**src/rtl/alu_mc_pkg.sv**
```systemverilog
// Shared constants for the multi-cycle ALU: op encoding, FSM state encoding,
// default datapath width and the iteration-count helper.
package alu_mc_pkg;

    localparam int          ALU_WIDTH = 16;
    localparam logic [4:0]  MUL_ITERS = 5'd16;

    localparam logic [1:0]  OP_MUL = 2'b00;
    localparam logic [1:0]  OP_SLL = 2'b01;
    localparam logic [1:0]  OP_SRL = 2'b10;
    localparam logic [1:0]  OP_SRA = 2'b11;

    localparam logic [1:0]  S_IDLE = 2'd0;
    localparam logic [1:0]  S_RUN  = 2'd1;
    localparam logic [1:0]  S_DONE = 2'd2;

    // Shifts run one iteration per bit of the 4-bit amount; MUL always runs the full count.
    function automatic logic [4:0] iter_count(input logic [1:0] op, input logic [3:0] amt);
        return (op == OP_MUL) ? MUL_ITERS : {1'b0, amt};
    endfunction

endpackage

```
**src/rtl/alu_multicycle_unit.sv**
```systemverilog
// Multi-cycle ALU: radix-2 shift-add multiply and one-bit-per-cycle shifts,
// with a registered result and a one-cycle write strobe for the ALUOut register.
module alu_multicycle_unit
    import alu_mc_pkg::*;
#(
    parameter int WIDTH = ALU_WIDTH
) (
    input  logic             clk,
    input  logic             reset,
    input  logic             start,
    input  logic [1:0]       op,
    input  logic [WIDTH-1:0] a,
    input  logic [WIDTH-1:0] b,
    output logic             busy,
    output logic [WIDTH-1:0] alu_result,
    output logic             alu_out_write
);

    logic [1:0]       state_q, state_d;
    logic [1:0]       op_q, op_d;
    logic [WIDTH-1:0] opa_q, opa_d;
    logic [WIDTH-1:0] opb_q, opb_d;
    logic [WIDTH-1:0] acc_q, acc_d;
    logic [4:0]       cnt_q, cnt_d;
    logic             busy_q, busy_d;
    logic [WIDTH-1:0] res_q, res_d;
    logic             wr_q, wr_d;

    always_comb begin
        state_d = state_q;
        op_d    = op_q;
        opa_d   = opa_q;
        opb_d   = opb_q;
        acc_d   = acc_q;
        cnt_d   = cnt_q;
        busy_d  = busy_q;
        res_d   = res_q;
        wr_d    = 1'b0;
        case (state_q)
            S_IDLE: begin
                if (start) begin
                    op_d   = op;
                    opa_d  = a;
                    opb_d  = b;
                    acc_d  = '0;
                    cnt_d  = iter_count(op, b[3:0]);
                    busy_d = 1'b1;
                    // A zero shift amount has nothing to iterate: the source is the result.
                    if (cnt_d == 5'd0) begin
                        state_d = S_DONE;
                        wr_d    = 1'b1;
                        res_d   = a;
                    end else begin
                        state_d = S_RUN;
                    end
                end
            end
            S_RUN: begin
                case (op_q)
                    OP_MUL: begin
                        if (opb_q[0]) acc_d = acc_q + opa_q;
                        opa_d = opa_q << 1;
                        opb_d = opb_q >> 1;
                    end
                    OP_SLL:  opa_d = opa_q << 1;
                    OP_SRL:  opa_d = opa_q >> 1;
                    default: opa_d = {opa_q[WIDTH-1], opa_q[WIDTH-1:1]};
                endcase
                cnt_d = cnt_q - 5'd1;
                if (cnt_q == 5'd1) begin
                    state_d = S_DONE;
                    wr_d    = 1'b1;
                    res_d   = (op_q == OP_MUL) ? acc_d : opa_d;
                end
            end
            S_DONE: begin
                state_d = S_IDLE;
                busy_d  = 1'b0;
            end
            default: begin
                state_d = S_IDLE;
                busy_d  = 1'b0;
            end
        endcase
    end

    always_ff @(posedge clk) begin
        if (reset) begin
            state_q <= S_IDLE;
            op_q    <= '0;
            opa_q   <= '0;
            opb_q   <= '0;
            acc_q   <= '0;
            cnt_q   <= '0;
            busy_q  <= 1'b0;
            res_q   <= '0;
            wr_q    <= 1'b0;
        end else begin
            state_q <= state_d;
            op_q    <= op_d;
            opa_q   <= opa_d;
            opb_q   <= opb_d;
            acc_q   <= acc_d;
            cnt_q   <= cnt_d;
            busy_q  <= busy_d;
            res_q   <= res_d;
            wr_q    <= wr_d;
        end
    end

    assign busy          = busy_q;
    assign alu_result    = res_q;
    assign alu_out_write = wr_q;

endmodule
```
**config.mk**
```make
export PLATFORM = sky130hd
export DESIGN_NAME = alu_multicycle_unit
export DESIGN_NICKNAME = d
export VERILOG_FILES = /design/src/rtl/alu_mc_pkg.sv /design/src/rtl/alu_multicycle_unit.sv
export SDC_FILE = /design/constraint.sdc
export NUM_CORES = 1
export LEC_CHECK = 0
export ABC_AREA = 1
export CORE_MARGIN = 2
export CORE_UTILIZATION = 35
export CTS_CLUSTER_DIAMETER = 120
export CTS_CLUSTER_SIZE = 16
export DETAILED_ROUTE_END_ITERATION = 8
export SLEW_MARGIN = 25
export SYNTH_ARGS = -nofsm -noshare
export SYNTH_HDL_FRONTEND = slang
export SYNTH_SLANG_ARGS = --single-unit
```
**constraint.sdc**
```tcl
create_clock -name clk -period 2.2 [get_ports clk]
set_input_delay 0.22 -clock clk [delete_from_list [all_inputs] [get_ports clk]]
set_output_delay 0.22 -clock clk [all_outputs]
set_load 0.01 [all_outputs]
```
# After elaboration in Yosys (flattened, before gate mapping)
# Cells that the tools add are included.
totals:
  reg_bits: 75
  in_bits: 37
  out_inout_bits: 18
  wordCells: 60
classes:
  n_addsub: 2
  n_eq_ne: 8
  mux: 28
  bitwise: 1
  reduce_logical: 12
op_table:
  columns: ["op", "n"]
  rows:
  - ["16-bit two-way mux", 10]
  - ["16-bit case mux with 2 select lines", 5]
  - ["16-bit adder", 1]
  - ["5-bit two-way mux", 2]
  - ["5-bit case mux with 2 select lines", 1]
  - ["2-bit inequality test, second input constant", 4]
  - ["2-bit AND reduction", 4]
  - ["2-bit logical NOT", 3]
  - ["2-bit two-way mux", 3]
  - ["5-bit by 1-bit equality test with 1-bit output, second input constant", 1]
  - ["5-bit logical NOT", 1]
  - ["5-bit by 1-bit subtractor with 5-bit output, second input constant", 1]
  - ["2-bit by 1-bit equality test with 1-bit output, second input constant", 2]
  - ["1-bit two-way mux", 4]
  - ["1-bit case mux with 2 select lines", 2]
  - ["2-bit case mux with 2 select lines", 1]
  - ["4-bit AND reduction", 1]
  - ["3-bit AND reduction", 1]
  - ["2-bit equality test, second input constant", 1]
  - ["2-bit nonzero test", 1]
  - ["2-bit OR reduction", 1]
  - ["1-bit inverter", 1]

# Depth between registers and ports, before layout
depth:
  ltp_word: 6
  depth_mapped: 14
  ltp_nobuf: 14

# Worst setup path after synthesis
# No wires, ideal clock.
synth_path:
  path_kind: "flip-flop to flip-flop"
  from: "register opa_q[0]"
  to: "register acc_q[8]"
  setup_ns: 0.143
  arrival_time_ns: 1.687
  t_required_ns: 2.057
  path_slack_ns: 0.370
  path_stages_with_launch: 12
  n_path_buf: 0
  period_less_slack_ns: 1.830
  path_cell_list: "dfxtp_1 ha_1 fa_1 nand3_1 nand3_1 nand2_1 nand2_1 xor2_1 o21ai_1 inv_1 nand2_1 a21oi_2"
synth_via:
  elab_chain_len: 4
synth_lines:
  columns: ["item", "line_no", "rtl"]
  rows:
  - ["from (decl)", "alu_multicycle_unit.sv:21", "logic [WIDTH-1:0] opa_q, opa_d;"]
  - ["from (signal assigned)", "alu_multicycle_unit.sv:101", "opa_q <= opa_d;"]
  - ["16-bit adder", "alu_multicycle_unit.sv:61", "if (opb_q[0]) acc_d = acc_q + opa_q;"]
  - ["16-bit two-way mux", "alu_multicycle_unit.sv:61", null]
  - ["16-bit two-way mux", "alu_multicycle_unit.sv:59", "case (op_q)"]
  - ["16-bit case mux with 2 select lines", "alu_multicycle_unit.sv:39", "case (state_q)"]
  - ["to (signal assigned)", "alu_multicycle_unit.sv:93", "acc_q <= '0;"]
  - ["to (signal assigned)", "alu_multicycle_unit.sv:103", "acc_q <= acc_d;"]
  - ["to (decl)", "alu_multicycle_unit.sv:23", "logic [WIDTH-1:0] acc_q, acc_d;"]
# Every way passes these cells.
# A chain may end at the register's enable or synchronous reset.

# Worst setup path after layout
# Ends and elaborated chain as after synthesis.

==> key figures <==
Status
  – Outcome: complete, no violations

STA
  – Setup total negative slack: 0 ps
  – Period utilisation layout: about nine tenths
  – Final setup viols: 0
  – WHS: about 440 ps
  – Fin. max-slew vios: 0
  – RSZ-0062 raised after global routing: no
  – Final Critical Period: ~2000 ps
  – Final Hold Vio Count: 0
  – Fmax: between 500 and 600 MHz
  – Rel. slew slack: about two thirds
  – Worst slew pin tran: 476 ps
  – Clock Skew: just over 7 ps

CTS
  – Clock Path Buffers: 2
  – TritonCTS buffer count: 9
  – Clock tree from TritonCTS: yes
  – CTS Sinks: 75
  – Worst-Skew Late Latency: roughly 350 ps
  – Worst-path clk slew: roughly 60 ps
  – # resized after CTS: 0
  – Setup bufs post-CTS: 0
  – Cts-stage hold buffer count: 0
  – Clock H-tree levels: 3
  – Clock root cell: clkbuf_16

Routing
  – Initial DRC count: 315
  – TritonRoute pass-1 iters: 6
  – Detail Route Antenna Nets: 0
  – Routed len/inst: about 13 um
  – Residual DRC: 0
  – WL final: around 13000 um
  – Vias: about 4600
  – Detailed-route vias per instance: 4.87

Finish
  – Area grow syn2layout: 19.8%
  – # fillers: roughly 1400
  – Final cell count without fillers: between 900 and 1000
  – Share of layout cells above drive strength 1: a little over an eighth
  – Final #Nets: 821
  – Multi-input gate area: around 2800 um^2
  – Register Area: around 1500 um^2
  – Antenna Cells: 0
  – Final Cell Area: 5830 um^2

Power
  – Clock Power Share: about 37%
  – Pwr Density: between 700 and 800 nW/um^2
  – Switching share of power: around a third
  – Lkg Pwr: 2.69 nW
  – Overall power: approximately 4.4 mW
  – Max IR drop VDD: roughly 400 uV
  – Comb pwr share: a little over a quarter
  – Internal: 2.97 mW
  – Switch Pwr: 1.47 mW
  – Reg power frac: between 30 and 40%

Synthesis
  – Top-area cell type share of the netlist area: 30.8%
  – Xor/xnor cell area share of the yosys netlist: between 1.5 and 2%
  – Multiplexer area fraction after synthesis: 0%
  – Main synth FF type: dfxtp_1
  – Synth cell types: between 40 and 50
  – Synth area leaders: dfxtp_1 31%, nand2_1 16%, inv_1 6.2%
  – Post-Syn Area per Cell: 6.72 um^2
  – Post-synthesis compound-gate area fraction: about 20%
  – Post-Synth Adder-Cell Area: under 10%
  – Largest family of logic cells by synthesized area: simple AND/OR/NAND/NOR gates
  – Yosys synthesis warning count: 0
  – Syn Nets: approximately 780
  – Post-synth EDFFs: 0
  – Ys async rst share: 0%
  – Synth area leader: dfxtp_1
  – Post-synthesis instance total: a little over 700
  – Synthesized cell area: approximately 4900 um^2
  – Simple-Gate Fraction of Synth Area: 30.5%
  – Register bit total from synthesis: 75
  – Seq/Total Area, Yosys: 30.8%

Setup path
  – Worst reg2reg endpoint: acc_q[8]
  – FF-to-FF path depth: 11
  – Critical path class: register to register
  – Critical Path Source: opa_q[0]
  – Worst Path Required: 2420 ps
  – Crit path DAT: 2190 ps
  – R2R Setup Slk: about 230 ps
  – Crit path to: acc_q[8]
  – Worst Path Max Fanout: 3
  – Startpoint class of the critical path: register
  – RR Startpoint: opa_q[0]
  – Critical path capture point type: register

Floorplanning
  – Num rows: 43
  – Die area: 14900 um^2
  – Starting Density: 35.5%
  – Die Width: ~120 um
  – Core area: 13700 um^2
  – Die H: 122 um
  – Ports: 55

Placement
  – HPWL Detailed: roughly 9000 um
  – Placer Congestion: a little over 0.8
  – Port bufs: 54
  – Placed cell count: 935
  – Cell area after placement: 5510 um^2

GRT
  – Initial antenna violation count: 0
  – Gr usage total: a little under a fifth
  – First-pass GRT wire length: 21900 um
  – Largest net degree at the start of global routing: 47
  – Total grt overflow: 0
  – Number of global-route vias before repair: 4470

Flow run
  – Max-Cap Viols: 0

Min path
  – HP Class: input port to register
[power groups by stage]
stage	clock network [mW]	registers [mW]	logic [mW]
final	1.64	1.62	1.18
after CTS	1.66	1.62	1.18
after global placement	0	1.65	1.17
after global routing	1.72	1.64	1.34
after floorplan	0	1.63	0.852
after detailed placement	0	1.65	1.17
[routing by layer]
layer,share of wire [%],global-route usage [%],wire [um]
met5,0,0,0
met4,1.1,5.32,139
met3,5.3,3.28,675
met2,46,30.3,5900
met1,48,24.9,6090
[state kept, by name (all words and copies together), names as in the netlist]
name           flops
opa_q             16
state_q            2
op_q               2
acc_q             16
cnt_q              5
opb_q             16
alu_result        16
alu_out_write      1
busy               1
[cells by family after synthesis]
logic type | Yosys count
and+or+nand+nor | 332
AOI/OAI and AO/OA | 164
xor gates and xnor gates | 10
buffers and inverters | 125
DFF | 75
adders and majority gates | 18
[Yosys cell counts (2+ instances only)]
cell and n:
a211oi_2 2, nand2_4 3, a21oi_2 18, a21oi_1 45
or2_1 4, nor3_1 4, nand2_1 207, dfxtp_1 75
nand3_2 4, o21ai_1 12, buf_4 5, nand3_1 39
nor2_1 33, o22ai_1 4, ha_1 17, or2_2 6
xnor2_1 5, xor2_1 5, o21ai_0 48, clkbuf_1 8
buf_6 7, o211ai_1 10, buf_8 2, a31oi_1 18
buf_2 11, nand4_1 2, nor2_2 3, inv_2 7
a31o_2 4, nor2_4 3, inv_1 81, nand2_2 20
[stage by stage]
stage / utilization, % / worst slack [ps]
6_report: 42.5 / 226
5_1_grt: 42.5 / 17.5
4_1_cts: 42.5 / 218
3_5_place_dp: 40.2 / 246
3_3_place_gp: 40.2 / 252
2_1_floorplan: - / 370
[area by class of cell]
class,count,area share [%]
multi-input cells,524,47.8
clock buffers,9,3.86
flip-flops and latches,75,25.7
well taps,180,3.86
clock inverters,7,1.69
inverters,90,5.81
repair buffers,66,11.2
[layout by cell type (no fill, tap or decap), drive strengths merged, types with 4 or more instances in the layout]
| master | n |
|---|---|
| a31oi | 18 |
| buf | 12 |
| o22ai | 4 |
| clkbuf | 9 |
| a21oi | 63 |
| nand3 | 43 |
| xor2 | 5 |
| a31o | 4 |
| o21ai | 61 |
| dfxtp | 75 |
| ha | 17 |
| o211ai | 11 |
| nor2 | 40 |
| or2 | 10 |
| clkinv | 4 |
| nand2 | 230 |
| xnor2 | 5 |
| nor3 | 4 |
| clkdlybuf4s50 | 54 |
| inv | 90 |
[worst min path at each step]
stage | startpoint | to | depth (start not counted)
2_1_floorplan | b[15] | opb_q[15] | 2
3_3_place_gp | cnt_q[4] | cnt_q[4] | 2
3_5_place_dp | opb_q[15] | opb_q[15] | 2
4_1_cts | b[9] | opb_q[9] | 3
5_1_grt | b[4] | opb_q[4] | 3
6_report | b[4] | opb_q[4] | 3
[worst max-delay path, cell delays in order, from the launching register on]
cell	delay (ps)
dfxtp_1	330
ha_1	240
fa_1	430
nand3_1	90
nand3_1	130
nand2_1	90
nand2_1	60
xor2_1	140
o21ai_1	160
inv_1	60
nand2_1	60
a21oi_2	50
No activity file was read; power rests on OpenSTA's default activity.
==> patch (config.mk and constraints unchanged) <==
Take the reset off `res_q` and load it in a clocked block of its own.
--- a/src/rtl/alu_multicycle_unit.sv
+++ b/src/rtl/alu_multicycle_unit.sv
@@ -94,5 +94,4 @@
             cnt_q   <= '0;
             busy_q  <= 1'b0;
-            res_q   <= '0;
             wr_q    <= 1'b0;
         end else begin
@@ -104,7 +103,10 @@
             cnt_q   <= cnt_d;
             busy_q  <= busy_d;
-            res_q   <= res_d;
             wr_q    <= wr_d;
         end
+    end
+
+    always_ff @(posedge clk) begin
+        res_q <= res_d;
     end
 
Behaviour: not the same (a bounded check fails within 4 cycles, from zero or initial values and one cycle with reset high).
==> patch against the unedited design <==
  * Critical path depth increased by 2
  * Largest cell class unchanged
  * Wire length shrank 2.0%
  * Setup slack worse by 0.064 ns
  * Synthesized area down 6.3%
  * Sequential share of layout area is 3.8 points higher
  * Cell area shrank 3.7%
  * Largest power group is now registers
  * Sequential power is 4% higher
  * Count of clock-buffer cells in the layout is the same
  * Final cell count decreased by 4.8%
  * Sequential cell count stayed put
  * Power decreased by 3.1%
  * Non-clock buffer count up 3
  * Clock power decreased by 9.8%
==> patch: results (changes against the unedited design) <==
Detailed routing
  • Via density: 4.95 (+1.8%)
  • Average wire per cell in the routed design: 13.9 µm (+3.0%)
  • Starting DRC count in detailed routing: 238 (-24%)
  • Drt pass-1 iters: 5 (-1)
  • M1 wire length: 5450 µm (-10%)
  • DR WL met3: 542 µm (-20%)
  • Wire length on met2: 6010 µm (+1.9%)

Yosys
  • Post-Syn Nets: 732 (-6.0%)
  • Synth Area in Compound Gates: 17.0% (-3.2 points)
  • Post-synthesis xor/xnor area fraction: 1.73% (-0.071 points)
  • Area contributors post-synth: dfxtp_1 26%, nand2_1 17%, edfxtp_1 11%
  • Mux contribution to synthesized area: 0.219% (+0.22 points)
  • Register area share after synthesis: 36.4% (+5.6 points)
  • Synth cell count leaders: 209 x nand2_1, 85 x inv_1, 59 x dfxtp_1, 44 x a21oi_1, 43 x o21ai_0
  • Unique masters post-synth: 38 (-14%)
  • Post-synth EDFFs: 16 (+16)
  • Adder-Cell Fraction of Synth Area: 5.10% (+0.32 points)

Timing
  • Tcrit/Tclk final: 92.6% (+2.9 points)
  • Skew final: 0.00659 ns (-0.000465 ns)
  • Worst-Margin Slew: 0.492 ns (+0.0166 ns)

Cells and area
  • Multi-input gates: 482 (-8.0%)
  • Multi-input combinational cell area: 2420 µm² (-13%)
  • Nonclk buf count: 69 (+4.5%)
  • Total Nets Final: 783 (-4.6%)
  • Layout fillers: 1,318 (-5.6%)
  • Inverter count: 91 (+1.1%)
  • Clk tree area frac: 5.19% (-0.37 points)
  • Register area: 1660 µm² (+11%)
  • NonClk Buf Share: 12.1% (+0.83 points)
  • Share of layout cells above drive strength 1: 6.96% (-6.3 points)

Critical path
  • R2r worst-path depth: 13 (+2)
  • Data arrival, critical path: 2.14 ns (-0.05 ns)
  • Max FO, Critical Path: 4 (+1)
  • Critical path's top delay family: simple AND/OR/NAND/NOR gates
  • Slowest CP cell: ha_1
  • Last element of the critical path: alu_result[15]
  • Crit path largest cell delay: 0.36 ns (-0.07 ns)
  • R2R Path Start: opa_q[5]

Power and ir drop
  • VDD IR max: 0.456 mV (+16%)
  • Leak: 2.62 nW (-2.7%)

Min path
  • Depth of the worst hold-timing path: 3 (unchanged)
  • Hold path start: b[6]
  • Hold Path End: opb_q[6]

Global route
  • First-pass GRT wire length: 20,600 µm (-5.7%)
  • Largest net degree at the start of global routing: 36 (-23%)
  • Number of global-route vias before repair: 4,383 (-1.9%)
  • Global-route met3 utilization: 3.14% (-0.14 points)
  • Met1 Track Usage GR: 21.5% (-3.3 points)
  • Global-route usage over all layers: 18.4% (-0.052 points)
  • Routing usage on met2: 31.4% (+1.1 points)

Placement
  • HPWL after detailed placement: 9030 µm (-1.3%)
  • Pre-CTS setup slack: 0.0986 ns (-0.147 ns)
  • GPL Wtd Cong: 0.850 (+3.5%)
  • Placed inst area: 5320 µm² (-3.5%)

Floorplanning
  • DIE AREA: 14,000 µm² (-6.1%)

Outcome
  • Status: complete, no violations
-- patch: cell types whose count changed in the layout (fill, tap and decap cells not counted), moves of 5 or more --
cell / change
o21ai_0: -5
nand2_2: -18
a21oi_2: -18
edfxtp_1: +16
dfxtp_1: -16
o21ai_1: +6
-- patch: where the power goes --
| group | internal (W) | switching [W] |
|---|---|---|
| Sequential | 0.00157 | 0.000110 |
| Clock | 0.000874 | 0.000602 |
| Combinational | 0.000447 | 0.000700 |
| Total | 0.00289 | 0.00141 |
-- patch: stage by stage --
stage | util (%) | hold WS [ns] | instances | power, W
after floorplan | - | 0.368 | 677 | 0.00246
after global placement | 42.0 | 0.447 | 889 | 0.00282
after detailed placement | 42.0 | 0.454 | 889 | 0.00284
after CTS | 44.3 | 0.436 | 905 | 0.00433
after global routing | 44.3 | 0.467 | 905 | 0.00454
final | 44.3 | 0.446 | 905 | 0.00430
